--- src/rtl/uart_doc_loader_if.sv ---
// Document write-port interface between the UART loader and the document RAM arbiter.
//   doc_we    : write request, held until doc_ready is seen
//   doc_a     : write address {row[3:0], col[4:0]}
//   doc_d     : write data (ASCII)
//   doc_ready : arbiter grant; a write is accepted on a cycle with doc_we && doc_ready
// master = the loader (request side), slave = the arbiter / RAM side.
interface uart_doc_loader_if;
  logic       doc_we;
  logic [8:0] doc_a;
  logic [7:0] doc_d;
  logic       doc_ready;

  modport master (output doc_we, output doc_a, output doc_d, input doc_ready);
  modport slave  (input doc_we, input doc_a, input doc_d, output doc_ready);
endinterface

--- src/rtl/uart_doc_loader.sv ---
// UART 8N1 receiver that types host-terminal text into the document RAM.
// Printable ASCII is written at the cursor {row, col}; LF starts a new row;
// other bytes are ignored. Writes use a request/grant handshake on doc.
// Ports:
//   clk, rst      : clock, synchronous active-high reset
//   rx_i          : asynchronous UART line (idle high)
//   enable_i      : when 0 received bytes are discarded
//   clear_i       : one-cycle pulse, cursor to (0,0) and sticky flags cleared
//   doc           : write port (doc_we/doc_a/doc_d out, doc_ready in)
//   byte_count_o  : characters written since reset/clear, saturating at 511
//   frame_err_o   : sticky, a stop bit was sampled low
//   overrun_o     : sticky, a printable byte arrived while a write was pending
//   full_o        : cursor has moved past the last row
//   busy_o        : receive FSM is not idle
module uart_doc_loader #(
  parameter int CLKS_PER_BIT = 10416,
  parameter int COLS         = 20,
  parameter int ROWS         = 15
) (
  input  logic                       clk,
  input  logic                       rst,
  input  logic                       rx_i,
  input  logic                       enable_i,
  input  logic                       clear_i,
  uart_doc_loader_if.master          doc,
  output logic [8:0]                 byte_count_o,
  output logic                       frame_err_o,
  output logic                       overrun_o,
  output logic                       full_o,
  output logic                       busy_o
);

  localparam int CW = $clog2(CLKS_PER_BIT);
  localparam logic [CW-1:0] HALF_BIT = CW'(CLKS_PER_BIT / 2);
  localparam logic [CW-1:0] FULL_BIT = CW'(CLKS_PER_BIT - 1);
  localparam logic [3:0]    ROW_END  = 4'(ROWS);
  localparam logic [4:0]    COL_LAST = 5'(COLS - 1);

  typedef enum logic [2:0] {S_IDLE, S_START, S_DATA, S_STOP, S_WAIT_HIGH} state_t;

  state_t        state_q;
  logic          rx_meta_q, rx_sync_q, rx_prev_q;
  logic [CW-1:0] cnt_q;
  logic [2:0]    bit_q;
  logic [7:0]    shift_q;

  logic [3:0]    row_q, row_d;
  logic [4:0]    col_q, col_d;
  logic          we_q;
  logic [8:0]    a_q;
  logic [7:0]    d_q;
  logic [8:0]    count_q;
  logic          ferr_q, ovr_q;

  // Two-flop synchroniser plus one history flop for falling-edge detection.
  always_ff @(posedge clk) begin
    if (rst) begin
      rx_meta_q <= 1'b1;
      rx_sync_q <= 1'b1;
      rx_prev_q <= 1'b1;
    end else begin
      rx_meta_q <= rx_i;
      rx_sync_q <= rx_meta_q;
      rx_prev_q <= rx_sync_q;
    end
  end

  // Receive FSM. clear_i intentionally does not touch it: a frame in flight completes.
  always_ff @(posedge clk) begin
    if (rst) begin
      state_q <= S_IDLE;
      cnt_q   <= '0;
      bit_q   <= '0;
      shift_q <= '0;
    end else begin
      case (state_q)
        S_IDLE: begin
          if (rx_prev_q && !rx_sync_q) begin
            state_q <= S_START;
            cnt_q   <= HALF_BIT;
          end
        end
        S_START: begin
          if (cnt_q != '0) begin
            cnt_q <= cnt_q - CW'(1);
          end else if (!rx_sync_q) begin
            state_q <= S_DATA;
            cnt_q   <= FULL_BIT;
            bit_q   <= '0;
          end else begin
            state_q <= S_IDLE;
          end
        end
        S_DATA: begin
          if (cnt_q != '0) begin
            cnt_q <= cnt_q - CW'(1);
          end else begin
            shift_q <= {rx_sync_q, shift_q[7:1]};
            cnt_q   <= FULL_BIT;
            if (bit_q == 3'd7) state_q <= S_STOP;
            else               bit_q   <= bit_q + 3'd1;
          end
        end
        S_STOP: begin
          if (cnt_q != '0)    cnt_q   <= cnt_q - CW'(1);
          else if (rx_sync_q) state_q <= S_IDLE;
          else                state_q <= S_WAIT_HIGH;
        end
        S_WAIT_HIGH: begin
          if (rx_sync_q) state_q <= S_IDLE;
        end
        default: state_q <= S_IDLE;
      endcase
    end
  end

  // Stop-bit sample cycle: either a good byte or a framing error.
  logic stop_sample, deliver, frame_bad;
  logic is_lf, is_print, full, accept, start_wr, overrun_hit;

  assign stop_sample = (state_q == S_STOP) && (cnt_q == '0);
  assign deliver     = stop_sample && rx_sync_q;
  assign frame_bad   = stop_sample && !rx_sync_q;
  assign is_lf       = (shift_q == 8'h0A);
  assign is_print    = (shift_q >= 8'h20) && (shift_q <= 8'h7E);
  assign full        = (row_q == ROW_END);
  assign accept      = we_q && doc.doc_ready;
  assign start_wr    = deliver && enable_i && is_print && !full && !we_q;
  assign overrun_hit = deliver && enable_i && is_print && !full && we_q;

  // Cursor next state. An accepted write advances first; an LF in the same
  // cycle then starts a new row from the advanced position. Row never passes ROWS.
  always_comb begin
    row_d = row_q;
    col_d = col_q;
    if (accept) begin
      if (col_q == COL_LAST) begin
        col_d = '0;
        if (row_d != ROW_END) row_d = row_d + 4'd1;
      end else begin
        col_d = col_q + 5'd1;
      end
    end
    if (deliver && enable_i && is_lf) begin
      col_d = '0;
      if (row_d != ROW_END) row_d = row_d + 4'd1;
    end
  end

  // Write request, cursor and status. clear_i has priority over a same-cycle accept.
  always_ff @(posedge clk) begin
    if (rst || clear_i) begin
      row_q   <= '0;
      col_q   <= '0;
      we_q    <= 1'b0;
      a_q     <= '0;
      d_q     <= '0;
      count_q <= '0;
      ferr_q  <= 1'b0;
      ovr_q   <= 1'b0;
    end else begin
      row_q <= row_d;
      col_q <= col_d;
      if (accept) begin
        we_q <= 1'b0;
        if (count_q != 9'd511) count_q <= count_q + 9'd1;
      end
      if (start_wr) begin
        we_q <= 1'b1;
        a_q  <= {row_q, col_q};
        d_q  <= shift_q;
      end
      if (frame_bad)   ferr_q <= 1'b1;
      if (overrun_hit) ovr_q  <= 1'b1;
    end
  end

  assign doc.doc_we   = we_q;
  assign doc.doc_a    = a_q;
  assign doc.doc_d    = d_q;
  assign byte_count_o = count_q;
  assign frame_err_o  = ferr_q;
  assign overrun_o    = ovr_q;
  assign full_o       = full;
  assign busy_o       = (state_q != S_IDLE);

endmodule

--- src/flat_wrapper.sv ---
// flat-port wrapper written by rule: the top's interface ports become plain ports
module uart_doc_loader_flat 
#(
  parameter int CLKS_PER_BIT = 10416,
  parameter int COLS         = 20,
  parameter int ROWS         = 15
)
  (clk, rst, rx_i, enable_i, clear_i, byte_count_o, frame_err_o, overrun_o, full_o, busy_o, doc_doc_we, doc_doc_a, doc_doc_d, doc_doc_ready);
  uart_doc_loader_if doc_i ();
  input  logic clk;
  input  logic rst;
  input  logic rx_i;
  input  logic enable_i;
  input  logic clear_i;
  output logic [8:0] byte_count_o;
  output logic frame_err_o;
  output logic overrun_o;
  output logic full_o;
  output logic busy_o;
  output wire logic [$bits(doc_i.doc_we)-1:0] doc_doc_we;
  output wire logic [$bits(doc_i.doc_a)-1:0] doc_doc_a;
  output wire logic [$bits(doc_i.doc_d)-1:0] doc_doc_d;
  input wire logic [$bits(doc_i.doc_ready)-1:0] doc_doc_ready;
  assign doc_doc_we = doc_i.doc_we;
  assign doc_doc_a = doc_i.doc_a;
  assign doc_doc_d = doc_i.doc_d;
  assign doc_i.doc_ready = doc_doc_ready;
  uart_doc_loader #(.CLKS_PER_BIT(CLKS_PER_BIT), .COLS(COLS), .ROWS(ROWS)) u_core (.clk(clk), .rst(rst), .rx_i(rx_i), .enable_i(enable_i), .clear_i(clear_i), .doc(doc_i), .byte_count_o(byte_count_o), .frame_err_o(frame_err_o), .overrun_o(overrun_o), .full_o(full_o), .busy_o(busy_o));
endmodule
--- config.mk ---
export PLATFORM = sky130hd
export DESIGN_NAME = uart_doc_loader_flat
export DESIGN_NICKNAME = d
export VERILOG_FILES = /design/src/rtl/uart_doc_loader_if.sv /design/src/rtl/uart_doc_loader.sv /design/src/flat_wrapper.sv
export SDC_FILE = /design/constraint.sdc
export NUM_CORES = 1
export LEC_CHECK = 0
export ABC_AREA = 1
export ABC_CLOCK_PERIOD_IN_PS = 1700
export CAP_MARGIN = 0
export CORE_MARGIN = 2
export CORE_UTILIZATION = 35
export DETAILED_ROUTE_END_ITERATION = 10
export GPL_ROUTABILITY_DRIVEN = 0
export GPL_TIMING_DRIVEN = 0
export PLACE_DENSITY = 0.56
export SETUP_SLACK_MARGIN = 0.4
export SLEW_MARGIN = 20
export SYNTH_ARGS = -nofsm -noshare
export SYNTH_HDL_FRONTEND = slang
export SYNTH_SLANG_ARGS = --single-unit
--- constraint.sdc ---
create_clock -name clk -period 1.7 [get_ports clk]
set_input_delay 0.255 -clock clk [delete_from_list [all_inputs] [get_ports clk]]
set_output_delay 0.255 -clock clk [all_outputs]
set_load 0.03 [all_outputs]
==> reports/results.ini <==
[final_layout]
drive_gt1_share_pct = 46.15
nets = 659
fillCellCount = 876
stdcell_area_sq_um = 5668
diodes = 0
syn_to_final_growth_pct = 63.42

[yosys]
synth_compound_area_share_pct = 10.43
syn-cell-area_sq_um = 3468
synthAdderAreaFrac_pct = 2.886
synth_top_area_cell = dfxtp_1
synth-simple-area-share_pct = 36.94
synth.area.mux_share_pct = 0
synth_top_family_by_area = simple AND/OR/NAND/NOR gates
syn_nets = 533
yosys_warnings = 0
syn_inst = 519
synth.ff_latch_count = 69
syn_area_per_cell_sq_um = 6.683
synth-xor-area-share_pct = 1.768
ys_types = 30
synth.top_cell.area_share_pct = 39.83
netlist_top_cells_area = dfxtp_1 (40%), nand2_1 (14%), nor2_1 (11%)
ys_seq_area_share_pct = 39.83

[worst_setup_path]
r2r_setup_slack_ns = 0.01
crit_path_start = u_core.cnt_q[0]
crit_chain = inv_2 -> ha_4 -> nand2_8 -> nor2_4 -> nand3_4 -> nor3_4 -> buf_4 -> buf_6 -> nand2_1 -> nand2_1 -> nor2_1
endpoint = u_core.doc.doc_a[5]
timing.rr.end = u_core.doc.doc_a[5]
timing.rr.start = u_core.cnt_q[0]
cp_common_cell = nand2_1
required_ns = 1.95
worstSetupPathDepth = 11
cp-start-kind = flip-flop
cp.arrival_ns = 1.94
r2r_cells = 11
crit_path_end_kind = flip-flop
cpLargestDelayFamily = simple AND/OR/NAND/NOR gates
path_class = reg -> reg
worst-path-buf-inv = 3
worst-path-max-fanout = 5
slowest_stage = dfxtp_4
slowest_delay_ns = 0.35

[route]
drc = 0
wl_um = 10550
wl_met1_um = 4468
drt_iter0_drc = 149
via_per_inst = 4.831
wl_met3_um = 355
drtAntennaViolNets = 0
routedWlPerCell_um = 13.47
routed-wl-met2_um = 5425
drtPass1Iterations = 4
vias = 3783
routed.top_layer = met4

[clocking]
clockBufferDepth = 2
cts_tree = built
clk_pin_slew_ns = 0.08
ctsHtreeMaxLevel = 3
cts_sinks = 69
clk_latency_ns = 0.36
cts_root_buffer = clkbuf_8
cts_buffers = 9

[sta]
tightest_slew_ns = 0.6695
rsz0062_at_grt = yes
min_period_ns = 1.689
skew_ns = 0.01105
setup_viol = 0
max_freq_ghz = 0.5920
fin_crit_sh_pct = 99.36
finalHoldViolCount = 0
timing.slew.headroom_pct = 55.37
finalMaxSlewViolations = 0
tns_ns = 0

[placement]
port-buffer-count = 36
place_area_sq_um = 4220
dp_hpwl_um = 6178

[die]
chipWidth_um = 103.5
start_util_pct = 35.81
pin_count = 37
num_rows = 36
die-area_sq_um = 10720
die_h_um = 103.5
core_sq_um = 9684

[pwr]
power.switching_uw = 3995
finalPower_uw = 9047
switching_share_pct = 44.16
p_per_area_nw_per_um2 = 1596
clockPowerShare_pct = 15.8
combPwrFrac_pct = 60.3
internal_power_uw = 5052
leakage_uw = 0.002243
peakVddDrop_mv = 0.9769
power_frac_seq_pct = 23.9

[grt]
grt_usage_pct = 18.61
grt_overflow = 0
grt_max_degree = 13
grt_pass1_wl_um = 16450
antenna_found_initial = 0
grt_pass1_vias = 3548

[flow_run]
drv_cap = 0

[min_path]
worstHoldPathType = reg -> reg
hold_path_depth = 1

[outcome]
status = finished clean

-- cells in the final DEF, fill, tap and decap left out, types with 3 or more instances in the layout --
master,synthesis,layout
inv_1,58,48
ha_4,0,5
nand2_1,125,93
nor3_1,13,6
clkdlybuf4s15_2,0,17
dfxtp_2,0,17
nor2_1,98,70
nand2_2,1,26
buf_4,0,60
nand2_8,0,3
xor2_1,7,7
inv_2,1,7
clkbuf_1,5,3
nand3_2,2,9
nand2_4,0,4
nand3_4,0,6
nand3_1,31,18
a21oi_2,0,13
clkbuf_8,0,9
o21ai_2,1,4
o21ai_1,0,10
a21oi_1,32,17
clkdlybuf4s50_1,0,5
buf_6,3,20
buf_2,1,11
nor2_2,5,7
dfxtp_4,0,13
nor2_4,3,31
inv_4,0,3
nor3_2,0,4
nand4_1,9,9
o21ai_0,31,16
dfxtp_1,69,39
nor3_4,1,4
-- power by group through the flow --
stage | Clock [uW] | Combinational, uW | Sequential [uW]
floorplan | 0 | 2240 | 2030
CTS | 1460 | 4220 | 2110
detailed placement | 0 | 2760 | 2090
global route | 1530 | 5860 | 2180
finish | 1430 | 5460 | 2160
global placement | 0 | 2750 | 2080
-- metrics by stage --
stage	util, %	hold WS [ns]	std cells	setup slack, ns
6_report	58.53	0.4066	783	0.01088
5_1_grt	58.53	0.4167	783	-0.1186
4_1_cts	53.18	0.4025	755	0.01518
3_5_place_dp	43.58	0.3923	688	-0.3941
3_3_place_gp	43.58	0.3936	688	-0.3807
2_1_floorplan	-	0.3588	519	0.04091
-- layout make-up --
class | count | area [sq um] | share of cell area, %
flip-flops and latches | 69 | 1451 | 25.61
clock buffers | 11 | 152.6 | 2.693
well taps | 133 | 166.4 | 2.936
repair buffers | 112 | 968.4 | 17.09
inverters | 60 | 250.2 | 4.415
repair inverters | 1 | 11.26 | 0.1987
clock inverters | 5 | 57.56 | 1.015
plain buffers | 9 | 71.32 | 1.258
multi-input cells | 383 | 2539 | 44.79
-- worst min path at each step --
stage / startpoint / to / slack [ns]
finish: u_core.rx_meta_q / u_core.rx_sync_q / 0.41
global route: u_core.rx_meta_q / u_core.rx_sync_q / 0.42
CTS: u_core.rx_meta_q / u_core.rx_sync_q / 0.40
detailed placement: u_core.rx_meta_q / u_core.rx_sync_q / 0.39
global placement: u_core.rx_meta_q / u_core.rx_sync_q / 0.39
floorplan: rx_i / u_core.rx_meta_q / 0.36
-- logic make-up (layout without fill, tap and decap cells) --
kind of cell,count (synthesis),after routing
simple gates,297,299
compound gates,69,69
flops,69,69
buf+inv,69,198
fa+ha+maj,8,8
xor+xnor,7,7
-- cells in the mapped netlist --
cell type,number
xor2_1,7
o211ai_1,1
nor2_1,98
nand2_1,125
o21ai_2,1
and3_1,2
dfxtp_1,69
nor3_4,1
nand2_2,1
nor3_1,13
or2_2,3
nor3b_1,1
o21bai_1,2
nor2_2,5
nand4_1,9
nor2_4,3
clkbuf_1,5
inv_2,1
o21ai_0,31
nor4_1,1
nand3_2,2
ha_1,8
buf_2,1
buf_6,3
nand3b_1,2
o21a_1,2
nand3_1,31
a21oi_1,32
inv_1,58
clkinv_1,1
-- sequential cells by signal, indices dropped and copies added, names as in the netlist, 3 cells and up --
register and count:
u_core.doc.doc_a 9, u_core.bit_q 3, u_core.state_q 3, u_core.cnt_q 14
u_core.byte_count_o 9, u_core.doc.doc_d 8, u_core.shift_q 8, u_core.col_q 5
u_core.row_q 4
-- repair_timing --
| item | 4_1_cts | 5_1_grt |
|---|---|---|
| hold buffers | 0 | 0 |
| gates resized for setup | 218 | 109 |
| pin swaps | 57 | 58 |
| buffers inserted | 45 | 28 |
| cloned | 6 | 0 |
| endpoints found under the setup margin | 97 | 75 |
-- metal layers --
layer	up-vias	track usage, %
li1	1917	-
met1	1763	22.66
met2	76	31.27
met3	27	4.405
met4	0	8.301
met5	-	0
No activity file was read; power rests on OpenSTA's default activity.
